===== src/rtl/instr_mem_arbiter.sv =====
// instr_mem_arbiter
//   Round-robin arbiter that lets num_cores_p cores share one instruction
//   memory port with exactly one transaction outstanding at a time.
//   Optional per-core grant counters are built when ARB_PERF_CNT_EN is
//   defined; otherwise grant_count_o is tied to zero.
//
// Ports
//   clk_i, nreset_i           clock, synchronous active-low reset
//   core_valid_i/core_ready_o per-core fetch request handshake
//   core_addr_i               per-core fetch address
//   core_valid_o/core_rdata_o per-core response (one-cycle pulse)
//   mem_valid_o/mem_ready_i   request handshake to shared memory
//   mem_addr_o                registered request address
//   mem_valid_i/mem_rdata_i   memory response
//   grant_count_o             per-core grant counters (saturating)
module instr_mem_arbiter #(
  parameter int unsigned num_cores_p  = 2,
  parameter int unsigned addr_width_p = 32
) (
  input  logic                                       clk_i,
  input  logic                                       nreset_i,
  input  logic [num_cores_p-1:0]                     core_valid_i,
  output logic [num_cores_p-1:0]                     core_ready_o,
  input  logic [num_cores_p-1:0][addr_width_p-1:0]   core_addr_i,
  output logic [num_cores_p-1:0]                     core_valid_o,
  output logic [num_cores_p-1:0][31:0]               core_rdata_o,
  output logic                                       mem_valid_o,
  input  logic                                       mem_ready_i,
  output logic [addr_width_p-1:0]                    mem_addr_o,
  input  logic                                       mem_valid_i,
  input  logic [31:0]                                mem_rdata_i,
  output logic [num_cores_p-1:0][31:0]               grant_count_o
);

  localparam int unsigned IdxW = (num_cores_p > 1) ? $clog2(num_cores_p) : 1;

  localparam logic [1:0] IDLE  = 2'd0;
  localparam logic [1:0] ISSUE = 2'd1;
  localparam logic [1:0] WAIT  = 2'd2;

  typedef logic [IdxW-1:0] idx_t;

  logic [1:0]              state_q, state_d;
  idx_t                    rr_ptr_q, rr_ptr_d;
  idx_t                    owner_q, owner_d;
  logic [addr_width_p-1:0] addr_q, addr_d;

  logic grant_vld;
  idx_t grant_idx;

  // Scan cores starting at rr_ptr and wrapping; first requester wins.
  always_comb begin : pick
    int unsigned cand;
    idx_t        cand_idx;
    grant_vld = 1'b0;
    grant_idx = '0;
    cand      = 0;
    cand_idx  = '0;
    for (int unsigned i = 0; i < num_cores_p; i++) begin
      cand     = (32'(rr_ptr_q) + i) % num_cores_p;
      cand_idx = idx_t'(cand);
      if (!grant_vld && core_valid_i[cand_idx]) begin
        grant_vld = 1'b1;
        grant_idx = cand_idx;
      end
    end
  end

  always_comb begin : next_state
    state_d  = state_q;
    rr_ptr_d = rr_ptr_q;
    owner_d  = owner_q;
    addr_d   = addr_q;
    case (state_q)
      IDLE: begin
        if (grant_vld) begin
          state_d  = ISSUE;
          owner_d  = grant_idx;
          addr_d   = core_addr_i[grant_idx];
          rr_ptr_d = idx_t'((32'(grant_idx) + 32'd1) % num_cores_p);
        end
      end
      ISSUE: if (mem_ready_i) state_d = WAIT;
      WAIT:  if (mem_valid_i) state_d = IDLE;
      default: state_d = IDLE;
    endcase
  end

  // All outputs are forced low while reset is asserted, even before the
  // first clock edge has cleared the state registers.
  always_comb begin : outputs
    core_ready_o = '0;
    core_valid_o = '0;
    core_rdata_o = '0;
    mem_valid_o  = 1'b0;
    if (nreset_i) begin
      case (state_q)
        IDLE:  if (grant_vld) core_ready_o[grant_idx] = 1'b1;
        ISSUE: mem_valid_o = 1'b1;
        WAIT: begin
          core_valid_o[owner_q] = mem_valid_i;
          core_rdata_o[owner_q] = mem_rdata_i;
        end
        default: ;
      endcase
    end
  end

  assign mem_addr_o = nreset_i ? addr_q : '0;

  always_ff @(posedge clk_i) begin
    if (!nreset_i) begin
      state_q  <= IDLE;
      rr_ptr_q <= '0;
      owner_q  <= '0;
      addr_q   <= '0;
    end else begin
      state_q  <= state_d;
      rr_ptr_q <= rr_ptr_d;
      owner_q  <= owner_d;
      addr_q   <= addr_d;
    end
  end

`ifdef ARB_PERF_CNT_EN
  logic [num_cores_p-1:0][31:0] cnt_q, cnt_d;

  always_comb begin
    cnt_d = cnt_q;
    if (state_q == IDLE && grant_vld && cnt_q[grant_idx] != '1)
      cnt_d[grant_idx] = cnt_q[grant_idx] + 32'd1;
  end

  always_ff @(posedge clk_i) begin
    if (!nreset_i) cnt_q <= '0;
    else           cnt_q <= cnt_d;
  end

  assign grant_count_o = nreset_i ? cnt_q : '0;
`else
  assign grant_count_o = '0;
`endif

endmodule


===== config.mk =====
export PLATFORM = sky130hd
export DESIGN_NAME = instr_mem_arbiter
export DESIGN_NICKNAME = d
export VERILOG_FILES = /design/src/rtl/instr_mem_arbiter.sv
export SDC_FILE = /design/constraint.sdc
export NUM_CORES = 1
export LEC_CHECK = 0
export CORE_AREA = 2 2 103 105
export DETAILED_ROUTE_END_ITERATION = 6
export DIE_AREA = 0 0 105 107
export PLACE_DENSITY = 0.82
export SLEW_MARGIN = 20
export SYNTH_ARGS = -nofsm -noshare
export SYNTH_HDL_FRONTEND = slang
export SYNTH_SLANG_ARGS = --single-unit

===== constraint.sdc =====
create_clock -name clk_i -period 3.4 [get_ports clk_i]
set_input_delay 0.68 -clock clk_i [delete_from_list [all_inputs] [get_ports clk_i]]
set_output_delay 0.68 -clock clk_i [all_outputs]
set_load 0.03 [all_outputs]

==> metrics.md, run 1 <==
| Metric | Value |
|---|---|
| Hold wc startpoint | rr_ptr_q |
| Top-area cell type share of the netlist area | 27.1% |
| Critical path depth in cells | 6 |
| Reg-to-reg critical path endpoint | addr_q[17] |
| Psw | 440 µW |
| Slowest CP cell | clkdlybuf4s50_1 |
| Top cells by area, synth | dfxtp_1 27%, and2_1 23%, buf_4 19% |
| Dpl cells | 624 |
| Drt wl/cell | 14.3 µm |
| VDD IR max | 0.000180 V |
| Post-route cell area | 4470 µm² |
| Layout cells sized above 1 | 24.4% |
| Synth Warn # | 0 |
| CTS tree | yes |
| Seq/Total Area, Yosys | 27.1% |
| Dpl cell area | 4340 µm² |
| Final Cycle Share | 81.6% |
| Pin count of the biggest net entering global routing | 40 |
| Critical Path Fanout Max | 33 |
| Worst Slack Setup Final | 0.624 ns |
| F_max | 360 MHz |
| Total gr overflow | 0 |
| Final Total Pwr | 1.37 mW |
| Port buffer count | 202 |
| First-pass DRT Iterations | 4 |
| DRC | 0 |
| # IOs | 267 |
| ANT cells | 0 |
| Arrival @ worst endpoint | 2.10 ns |
| CTS max path bufs | 2 |
| Clock-pin slew on the worst setup and hold paths | 0.08 ns |
| Cell Rows | 37 |
| Total leakage power | 2.06 nW |
| GPL Wtd Cong | 0.837 |
| Setup_tns | 0 ns |
| Clock Skews | 0.00501 ns |
| Pre-CTS WS | 0.629 ns |
| Sequential Power Share | 34.9% |
| Worst-Skew Late Latency | 0.28 ns |
| Final Setup Violations | 0 |
| Post-CTS setup buffers | 0 |
| Delay-heaviest family, CP | buffers and inverters |
| Layout Cells excl Fill | 632 |
| Layout fillers | 979 |
| Fin Hold WS | 0.539 ns |
| Core Region | 10100 µm² |
| Root Buffer | clkbuf_8 |
| Sw Ratio | 32.2% |
| Clock sinks | 36 |
| Post-synth EDFFs | 0 |
| Post-synthesis async set-or-reset flop share | 0% |
| Resized Gates After CTS | 0 |
| R2R Setup Slk | 1.34 ns |
| Cells after Synth | 308 |
| Cell area after synthesis | 2660 µm² |
| Worst-case reg-to-reg path depth | 4 |
| Outcome | completed |
| Synth-to-layout area growth | 67.6% |
| DRT iter0 DRCs | 113 |
| Worst hold endpoint | rr_ptr_q |
| Critical path startpoint category | primary input |
| Post-route ant nets | 0 |
| Hold WC Path Type | reg -> reg |
| Die Ht | 107 µm |
| Vias per cell | 4.31 |
| Total die area | 11200 µm² |
| Ys flop type | dfxtp_1 |
| Final WL | 9070 µm |
| Most common cell in the netlist | and2_1 |
| WP buf/inv | 3 |
| Clock power share | 30.7% |
| Vias | 2721 |
| Starting density of the core | 26.4% |
| CP peak stage delay | 0.47 ns |
| Critical path type | in -> out |
| Post-DP HPWL | 7050 µm |
| Crit. End Element | output port |
| Internal Power | 928 µW |
| RSZ-0062 raised after global routing | false |
| Gr usage total | 15.1% |
| Hold path depth | 1 |
| Slew @ Worst Pin | 0.746 ns |
| Antenna violations before repair | 0 |
| First-pass GRT wire length | 13600 µm |
| Fin util | 44.2% |
| CTS H-tree depth | 2 |
| Final hold violation count | 0 |
| Hold-fix buffers at CTS | 0 |
| Start of the worst register-to-register path | state_q[0] |
| CP Cell Sequence | clkdlybuf4s50_1 > nand2_1 > nor3b_2 > buf_4 > and2_1 > buf_12 |
| Comb pwr share | 34.4% |
| Syn avg cell area | 8.65 µm² |
| Die width | 105 µm |
| Max Cap Viol | 0 |
| Pwr dens | 306 nW/µm² |
| Relative slew slack | 50.2% |
| Critical path required time | 2.72 ns |
| Synth area leader | dfxtp_1 |
| Final Max Slew Viols | 0 |
| CTS buffer count | 5 |
| Tmin final | 2.78 ns |
| Yosys reg bits | 36 |
| Yosys cell types | 23 |
| Number of global-route vias before repair | 2609 |
| Layout Nets | 597 |
| Most frequent cells after synthesis | 98 x and2_1, 66 x buf_4, 36 x dfxtp_1 |
==> worst max path at each step <==
stage | start | endpoint | slack, ns
6_report | nreset_i | core_rdata_o[38] | 0.62
3_5_place_dp | nreset_i | core_rdata_o[41] | 0.63
5_1_grt | nreset_i | core_rdata_o[41] | 0.55
4_1_cts | nreset_i | core_rdata_o[41] | 0.62
3_3_place_gp | nreset_i | core_rdata_o[41] | 0.65
2_1_floorplan | nreset_i | core_rdata_o[32] | 1.04
==> sequential cells by signal (all words and copies together), names as in the netlist <==
signal / cells
owner_q: 1
addr_q: 32
rr_ptr_q: 1
state_q: 2
==> cell type report <==
type / instances / area [µm²] / share of cell area, %
multi-input combinational: 243 / 1550 / 34.6
sequential: 36 / 721 / 16.1
timing repair buffer: 207 / 1890 / 42.4
clock inverter: 1 / 30.0 / 0.672
tap: 136 / 170 / 3.81
inverter: 2 / 7.51 / 0.168
clock buffer: 7 / 96.3 / 2.16
==> per-layer routing <==
| layer | track usage, % | up-vias | wire length (µm) |
|---|---|---|---|
| met3 | 3.95 | 10 | 680 |
| met1 | 18.0 | 1272 | 3810 |
| met4 | 3.71 | 0 | 116 |
| met2 | 26.9 | 149 | 4460 |
| met5 | 0 | - | 0 |
| li1 | - | 1290 | - |
==> kinds of logic after synthesis <==
family                 synth area share, %
other                                0.141
buffers and inverters                 23.8
DFF                                   27.1
and+or+nand+nor                       26.3
AOI/OAI and AO/OA                     22.8
==> power by group through the flow <==
stage               registers, mW  clock network, mW  logic, mW
floorplan                   0.480                  0      0.335
global placement            0.486                  0      0.463
detailed placement          0.488                  0      0.469
CTS                         0.478              0.445      0.472
global route                0.483              0.460      0.498
finish                      0.478              0.420      0.470
==> cell usage in the layout, fill, tap and decap left out <==
cell | netlist | routed
conb_1 | 1 | 64
and4_4 | 1 | 1
nand2_1 | 4 | 4
nor2_4 | 1 | 1
and2_1 | 98 | 98
clkbuf_8 | 0 | 7
a221o_1 | 32 | 32
buf_4 | 66 | 99
nor3b_2 | 1 | 1
a21boi_0 | 32 | 32
nor2b_1 | 1 | 1
or2_2 | 1 | 1
nor3b_1 | 1 | 1
a31oi_1 | 1 | 1
nor3_2 | 1 | 1
dfxtp_1 | 36 | 36
inv_1 | 2 | 2
clkdlybuf4s50_1 | 0 | 101
and3_1 | 1 | 1
o2111a_1 | 2 | 2
a31o_2 | 2 | 2
bufinv_16 | 0 | 1
buf_12 | 0 | 7
No activity file was read; power rests on OpenSTA's default activity.
==> inputs of run 2 (changes only) <==
- CORE_AREA: 2 2 103 105 -> default
- CORE_MARGIN: default -> 2
- CORE_UTILIZATION: default -> 27
- DIE_AREA: 0 0 105 107 -> default
- PLACE_DENSITY: 0.82 -> 0.86
- clock period: 3.4 -> 2.38 ns (I/O delays scaled with it)
==> run 2 against run 1 <==
Compared with the run above: clock skew grew 0.0046 ns; critical endpoint is now core_rdata_o[46]; largest power group is now combinational logic; global-route usage grew 0.49 points; register-to-register slack lost 0.55 ns; die area shrank 5.0%.
==> metrics.md, run 2 (synthesis results as in run 1) <==
| Metric | Value |
|---|---|
| DRC | 0 (unchanged) |
| Pwr dens | 395 nW/µm² (+29%) |
| Total gr overflow | 0 (unchanged) |
| GR Layer Usage met3 | 3.16% (-0.79 points) |
| Total die area | 10700 µm² (-5.0%) |
| Drt wl/cell | 15.0 µm (+4.7%) |
| Outcome | completed |
| Total leakage power | 2.11 nW (+2.5%) |
| Max Cap Viol | 0 (unchanged) |
| Hold-fix buffers at CTS | 0 (unchanged) |
| Setup_tns | 0 ns (unchanged) |
| Pin count of the biggest net entering global routing | 40 (unchanged) |
| Die Ht | 103 µm (-3.4%) |
| Tmin final | 2.20 ns |
| CP Cell Sequence | nand2_2 > nor3b_4 > buf_6 > buf_6 > and2_1 > buf_4 |
| Number of global-route vias before repair | 2449 (-6.1%) |
| Post-route ant nets | 0 (unchanged) |
| Layout Cells excl Fill | 635 (+0.47%) |
| # IOs | 267 (unchanged) |
| VDD IR max | 0.000214 V (+19%) |
| Dpl cells | 623 (-0.16%) |
| Clock sinks | 36 (unchanged) |
| Most common cell after layout, fill and taps aside | clkdlybuf4s50_1 |
| CTS max path bufs | 2 (unchanged) |
| Final Max Slew Viols | 0 (unchanged) |
| Root Buffer | clkbuf_8 |
| Starting density of the core | 27.5% (+1.1 points) |
| Post-DP HPWL | 7260 µm (+3.0%) |
| Relative slew slack | 59.6% (+9.4 points) |
| DRT iter0 DRCs | 51 (-55%) |
| Gr usage total | 15.6% (+0.49 points) |
| Critical path required time | 1.90 ns (-0.82 ns) |
| Critical Path Fanout Max | 8 (-76%) |
| Arrival @ worst endpoint | 1.73 ns (-0.37 ns) |
| CTS tree | yes |
| First-pass DRT Iterations | 4 (unchanged) |
| Critical path startpoint category | flip-flop |
| Largest Register | addr_q |
| First-pass GRT wire length | 12800 µm (-6.0%) |
| Worst-Skew Late Latency | 0.29 ns (about the same) |
| Critical path type | reg -> out |
| Clock Skews | 0.00956 ns (+0.00455 ns) |
| Worst path most repeated cell | buf_6 |
| Dpl cell area | 4380 µm² (+0.84%) |
| Final Cycle Share | 92.6% |
| Final WL | 9540 µm (+5.2%) |
| CP peak stage delay | 0.44 ns (-0.03 ns) |
| Layout Nets | 603 (+1.0%) |
| Final Total Pwr | 1.81 mW (+32%) |
| Number of flip-flops in the largest register | 32 (unchanged) |
| Worst Slack Setup Final | 0.176 ns (-0.448 ns) |
| Fin Hold WS | 0.538 ns (-0.00105 ns) |
| Post-route cell area | 4570 µm² (+2.3%) |
| Hold WC Path Type | reg -> reg |
| CTS buffer count | 5 (unchanged) |
| ANT cells | 0 (unchanged) |
| CTS H-tree depth | 2 (unchanged) |
| Antenna violations before repair | 0 (unchanged) |
| Core Region | 9680 µm² (-4.0%) |
| Final Setup Violations | 0 (unchanged) |
| Pre-CTS WS | 0.0426 ns (-0.587 ns) |
| Vias | 2755 (+1.2%) |
| Slowest CP cell | dfxtp_1 |
| Largest registers | addr_q x32, state_q x2 |
| Layout cells sized above 1 | 25.5% (+1.1 points) |
| Clock-pin slew on the worst setup and hold paths | 0.07 ns (about the same) |
| Slew @ Worst Pin | 0.606 ns (-0.140 ns) |
| Layout fillers | 921 (-5.9%) |
| Crit. End Element | output port |
| GR Layer Usage met2 | 27.6% (+0.67 points) |
| Port buffer count | 202 (unchanged) |
| RSZ-0062 raised after global routing | false |
| Final hold violation count | 0 (unchanged) |
| GPL Wtd Cong | 0.775 (-7.5%) |
| Synth-to-layout area growth | 71.5% |
| Cell Rows | 36 (-2.7%) |
| Vias per cell | 4.34 (+0.77%) |
| Global-route met1 utilization | 19.4% (+1.4 points) |
| Global-route layer with the greatest usage | met2 |
| F_max | 454 MHz |
| Commonest cells after routing, fill and taps aside | 100 x clkdlybuf4s50_1, 98 x and2_1, 93 x buf_4 |
| Die width | 103 µm (-1.6%) |
| Fin util | 47.2% (+2.9 points) |
==> run 2: layout make-up <==
cell class | count | area [µm²] | share of cell area [%]
clock buffers | 5 | 68.8 | 1.51
inverters | 2 | 7.51 | 0.164
well taps | 133 | 166 | 3.64
clock inverters | 3 | 18.8 | 0.411
flip-flops and latches | 36 | 721 | 15.8
multi-input cells | 243 | 1560 | 34.0
repair buffers | 213 | 2030 | 44.5
==> run 2: metal layers <==
metal / part of all wire (%) / up-vias
met3: 6.8 / 10
met2: 49 / 149
li1: - / 1314
met4: 1.6 / 0
met5: 0 / -
met1: 43 / 1282
==> run 2: worst paths after layout <==
check	startpoint	end	slack (ns)	depth (start not counted)
worst max-delay path	state_q[1]	core_rdata_o[46]	0.18	6
worst min-delay path	rr_ptr_q	rr_ptr_q	0.54	1
worst max register to register	state_q[0]	addr_q[23]	0.79	4
worst min register to register	rr_ptr_q	rr_ptr_q	0.54	1
==> run 2: worst max-delay path: cells and delay by family (launching register included) <==
kind                   cells  cell delay [ns]
buffers and inverters      3             0.46
and+or+nand+nor            3             0.54
DFF                        1             0.44
==> run 2: report_power, final <==
part	total (mW)	switching (mW)	internal, mW
Combinational	0.688	0.384	0.304
Sequential	0.682	0.0190	0.663
Clock	0.436	0.232	0.204
==> run 2: timing repair <==
action | CTS | global route
setup buffers | 0 | 1
setup endpoints to repair | 0 | 3
resized for setup | 0 | 10
hold endpoints to repair | 0 | 0
==> inputs of run 3 (changes only) <==
- CTS_CLUSTER_DIAMETER: default -> 60
==> results of run 3 <==
No change in the layout: final DEF, timing and power equal those of run 2.
==> variant 1: new RTL, flow settings as in run 3 <==
Build with the macro `ARB_PERF_CNT_EN` defined.
--- a/src/rtl/instr_mem_arbiter.sv
+++ b/src/rtl/instr_mem_arbiter.sv
@@ -13,6 +13,8 @@
 //   mem_addr_o                registered request address
 //   mem_valid_i/mem_rdata_i   memory response
 //   grant_count_o             per-core grant counters (saturating)
+`define ARB_PERF_CNT_EN
+
 module instr_mem_arbiter #(
   parameter int unsigned num_cores_p  = 2,
   parameter int unsigned addr_width_p = 32
Function: changed (Yosys sat finds a counterexample within 4 cycles, from zero or initial values and one cycle with nreset_i low).
==> variant 1 against run 3 <==
- the run now ends with setup timing left
- total power rose by 140%
- non-clock buffer count grew 174
- utilization up 2.7 points
- clock power grew to 3.6 times the old value
- area after synthesis is 120% higher
- cell area grew 140%
- sequential cell count grew 64
- setup slack got worse by 0.43 ns
- sequential power rose to 2.6 times the old value
- routed wire length rose to 2.6 times the old value
- via count grew to 2.6 times the old value
- critical path type is now input port to flop
- critical endpoint is now cnt_q[46]
- largest power group is now registers
==> variant 1: results <==
[placement]
post-place-ws_ns = -0.887
gp_congestion = 0.897
io_buffers = 266
placed_cell_area_mm2 = 0.00972
dp.cells = 1364

[yosys]
netlist_top_cells_count = and2_1, dfxtp_1, nand2_1
synth_xor_area_frac = 0.0579
synth_mux_area_frac = 0.0303
synth.top_cells.by_area = dfxtp_1, and2_1, nand2_1, a21oi_1, xnor2_1
synth_fa_ha_area_frac = 0.00212
syn_inst = 772
ys_types = 48

[finish]
seqCellArea_mm2 = 0.00200
nets = 1218
final.fill_count = 1977
buffers = 387
multi_input_area_mm2 = 0.00424
fin_area_mm2 = 0.0108
inverters_excl_clock = 3
drive_gt1_frac = 0.336
nMultiInputCombCells = 614
buffer_area_frac = 0.359
clk_share = 0.0287

[power]
comb-power_w = 0.00104
p_leak_nw = 4.26
combinationalPowerShare = 0.237

[critical_path]
worstPathArrival_ns = 2.93
max_stage_delay_ns = 0.36
cp_top_family = compound AO/OA/AOI/OAI gates
path_max_fanout = 6
reg2reg_from = rr_ptr_q
crit_path_top_delay_cell = a2111oi_4
crit_path_start = core_valid_i[0]

[clocking]
htreeDepth = 3
cts_sinks = 100
clk_pin_slew_worst_paths_ns = 0.09
cts_tree = yes

[grt]
grt_pass1_wl_um = 37400
grtUsageMet2 = 0.340
grt_max_degree = 71
grt.total_usage = 0.198
met3_usage = 0.0491
grt_use_met1 = 0.242
grt_pass1_vias = 7004

[detailed_routing]
vias = 7182
drt_wl_total_um = 24800
wl_met2_um = 12300
met3_length_um = 2050
drtIter0Drc = 515
routed_via_density = 5.13
drt-met1-wl_um = 9590
drt-pass1-iter-count = 5

[timing]
fin_skew_ns = 0.0199
relSlewSlack = 0.666
setup_viol = 64
finalWorstSetupSlack_ns = -0.253

[worst_hold_path]
hold_path_startpoint = addr_q[10]

[outcome]
violations = setup timing
outcome = finished with violations

[floorplan]
std_cell_rows = 54
variant 1: repair_timing:
| item | 4_1_cts | 5_1_grt |
|---|---|---|
| resized for setup | 60 | 69 |
| setup buffers | 9 | 10 |
| cloned | 2 | 1 |
| endpoints found under the setup margin | 65 | 68 |
| pin swaps | 14 | 32 |
variant 1: worst reg2reg max path: stages (launching register included):
cell       delay (ns)
dfxtp_2          0.34
nand2b_4         0.15
and2_4           0.18
nand2_2          0.06
nand2_2          0.11
ha_4             0.16
nand2_4          0.06
a2111oi_4        0.27
a31oi_4          0.07
a2111oi_4        0.36
buf_4            0.19
nand2b_4         0.21
buf_8            0.15
o21ai_1          0.09
a21oi_1          0.18
variant 1: final timing paths:
check | to | slack [ns] | cells past startpoint
worst max register to register | cnt_q[46] | -0.24 | 14
worst min register to register | addr_q[10] | 0.45 | 2
worst min-delay path | addr_q[10] | 0.45 | 2
worst max-delay path | cnt_q[46] | -0.25 | 15
==> variant 2: new RTL, flow settings as in run 3 <==
Without the edit above. Take the reset off `addr_q` and load it in a clocked block of its own.
--- a/src/rtl/instr_mem_arbiter.sv
+++ b/src/rtl/instr_mem_arbiter.sv
@@ -113,13 +113,15 @@
       state_q  <= IDLE;
       rr_ptr_q <= '0;
       owner_q  <= '0;
-      addr_q   <= '0;
     end else begin
       state_q  <= state_d;
       rr_ptr_q <= rr_ptr_d;
       owner_q  <= owner_d;
-      addr_q   <= addr_d;
     end
+  end
+
+  always_ff @(posedge clk_i) begin
+    addr_q <= addr_d;
   end
 
 `ifdef ARB_PERF_CNT_EN
Behaviour: not the same (a bounded check fails within 4 cycles, from zero or initial values and one cycle with nreset_i low).
==> variant 2 against run 3 <==
- global-route usage fell by 1.5 points
- critical path type is now input port to primary output
- cell area rose by 1.4%
- total power rose by 15%
- routed wire length fell by 16%
- sequential cell count did not move
- setup slack got worse by 0.099 ns
- hold slack improved by 0.0060 ns
- area after synthesis rose by 2.9%
==> variant 2: results <==
[power]
seq_power_w = 0.000798
vdd_drop_max_uv = 325
internal_power_w = 0.00141
p_leak_nw = 2.09

[yosys]
synth.top_cells.by_area = edfxtp_1, buf_4, and2_1, mux2_2, and2_2
synth_flop_cell = edfxtp_1
seq_area_frac_synth = 0.380
syn_inst = 265
netlist_top_cells_count = and2_1, buf_4, edfxtp_1, mux2_2, and2_2

[worst_hold_path]
hold_path_startpoint = owner_q
hold_depth = 2

[detailed_routing]
drtIter0Drc = 64
wire_per_inst_um = 13.3
vias = 2374

[finish]
drive_gt1_frac = 0.368
multi_input_area_share = 0.301
clk_share = 0.0249
nets = 569
buffers = 209
nMultiInputCombCells = 213
final_cells = 601
utilization = 0.472

[placement]
place_hpwl_um = 6710
placed_cell_area_mm2 = 0.00452
gp_congestion = 0.707

[grt]
grt.total_usage = 0.141
grt_pass1_wl_um = 12200

[critical_path]
worstPathArrival_ns = 1.83
crit_path_top_delay_cell = clkdlybuf4s50_1
r2r_end = addr_q[29]
max_stage_delay_ns = 0.49

[floorplan]
die_w_um = 105

[outcome]
outcome = finished clean
[variant 2: cell count changes in the layout (fill, tap and decap cells not counted), moves of 17 or more]
cell      change
and2_2       +17
dfxtp_1      -32
mux2_2       +32
a21boi_0     -32
edfxtp_1     +32
a221o_1      -32
and2_1       -17
[variant 2: routing by layer]
| layer | vias to the layer above | GRT usage | part of all wire |
|---|---|---|---|
| li1 | 1150 | - | - |
| met2 | 164 | 0.278 | 0.55 |
| met3 | 5 | 0.0593 | 0.12 |
| met1 | 1055 | 0.130 | 0.32 |
| met4 | 0 | 0.0362 | 0.0071 |
| met5 | - | 0 | 0 |
[variant 2: kinds of logic (layout without fill, tap and decap cells)]
kind of cell           Yosys count  count (layout)  share of synthesized area
AOI/OAI and AO/OA                7               7                     0.0192
buffers and inverters           79             219                      0.203
DFF                             36              36                      0.380
muxes                           32              32                      0.131
other                            1              64                    0.00137
and+or+nand+nor                110             110                      0.266
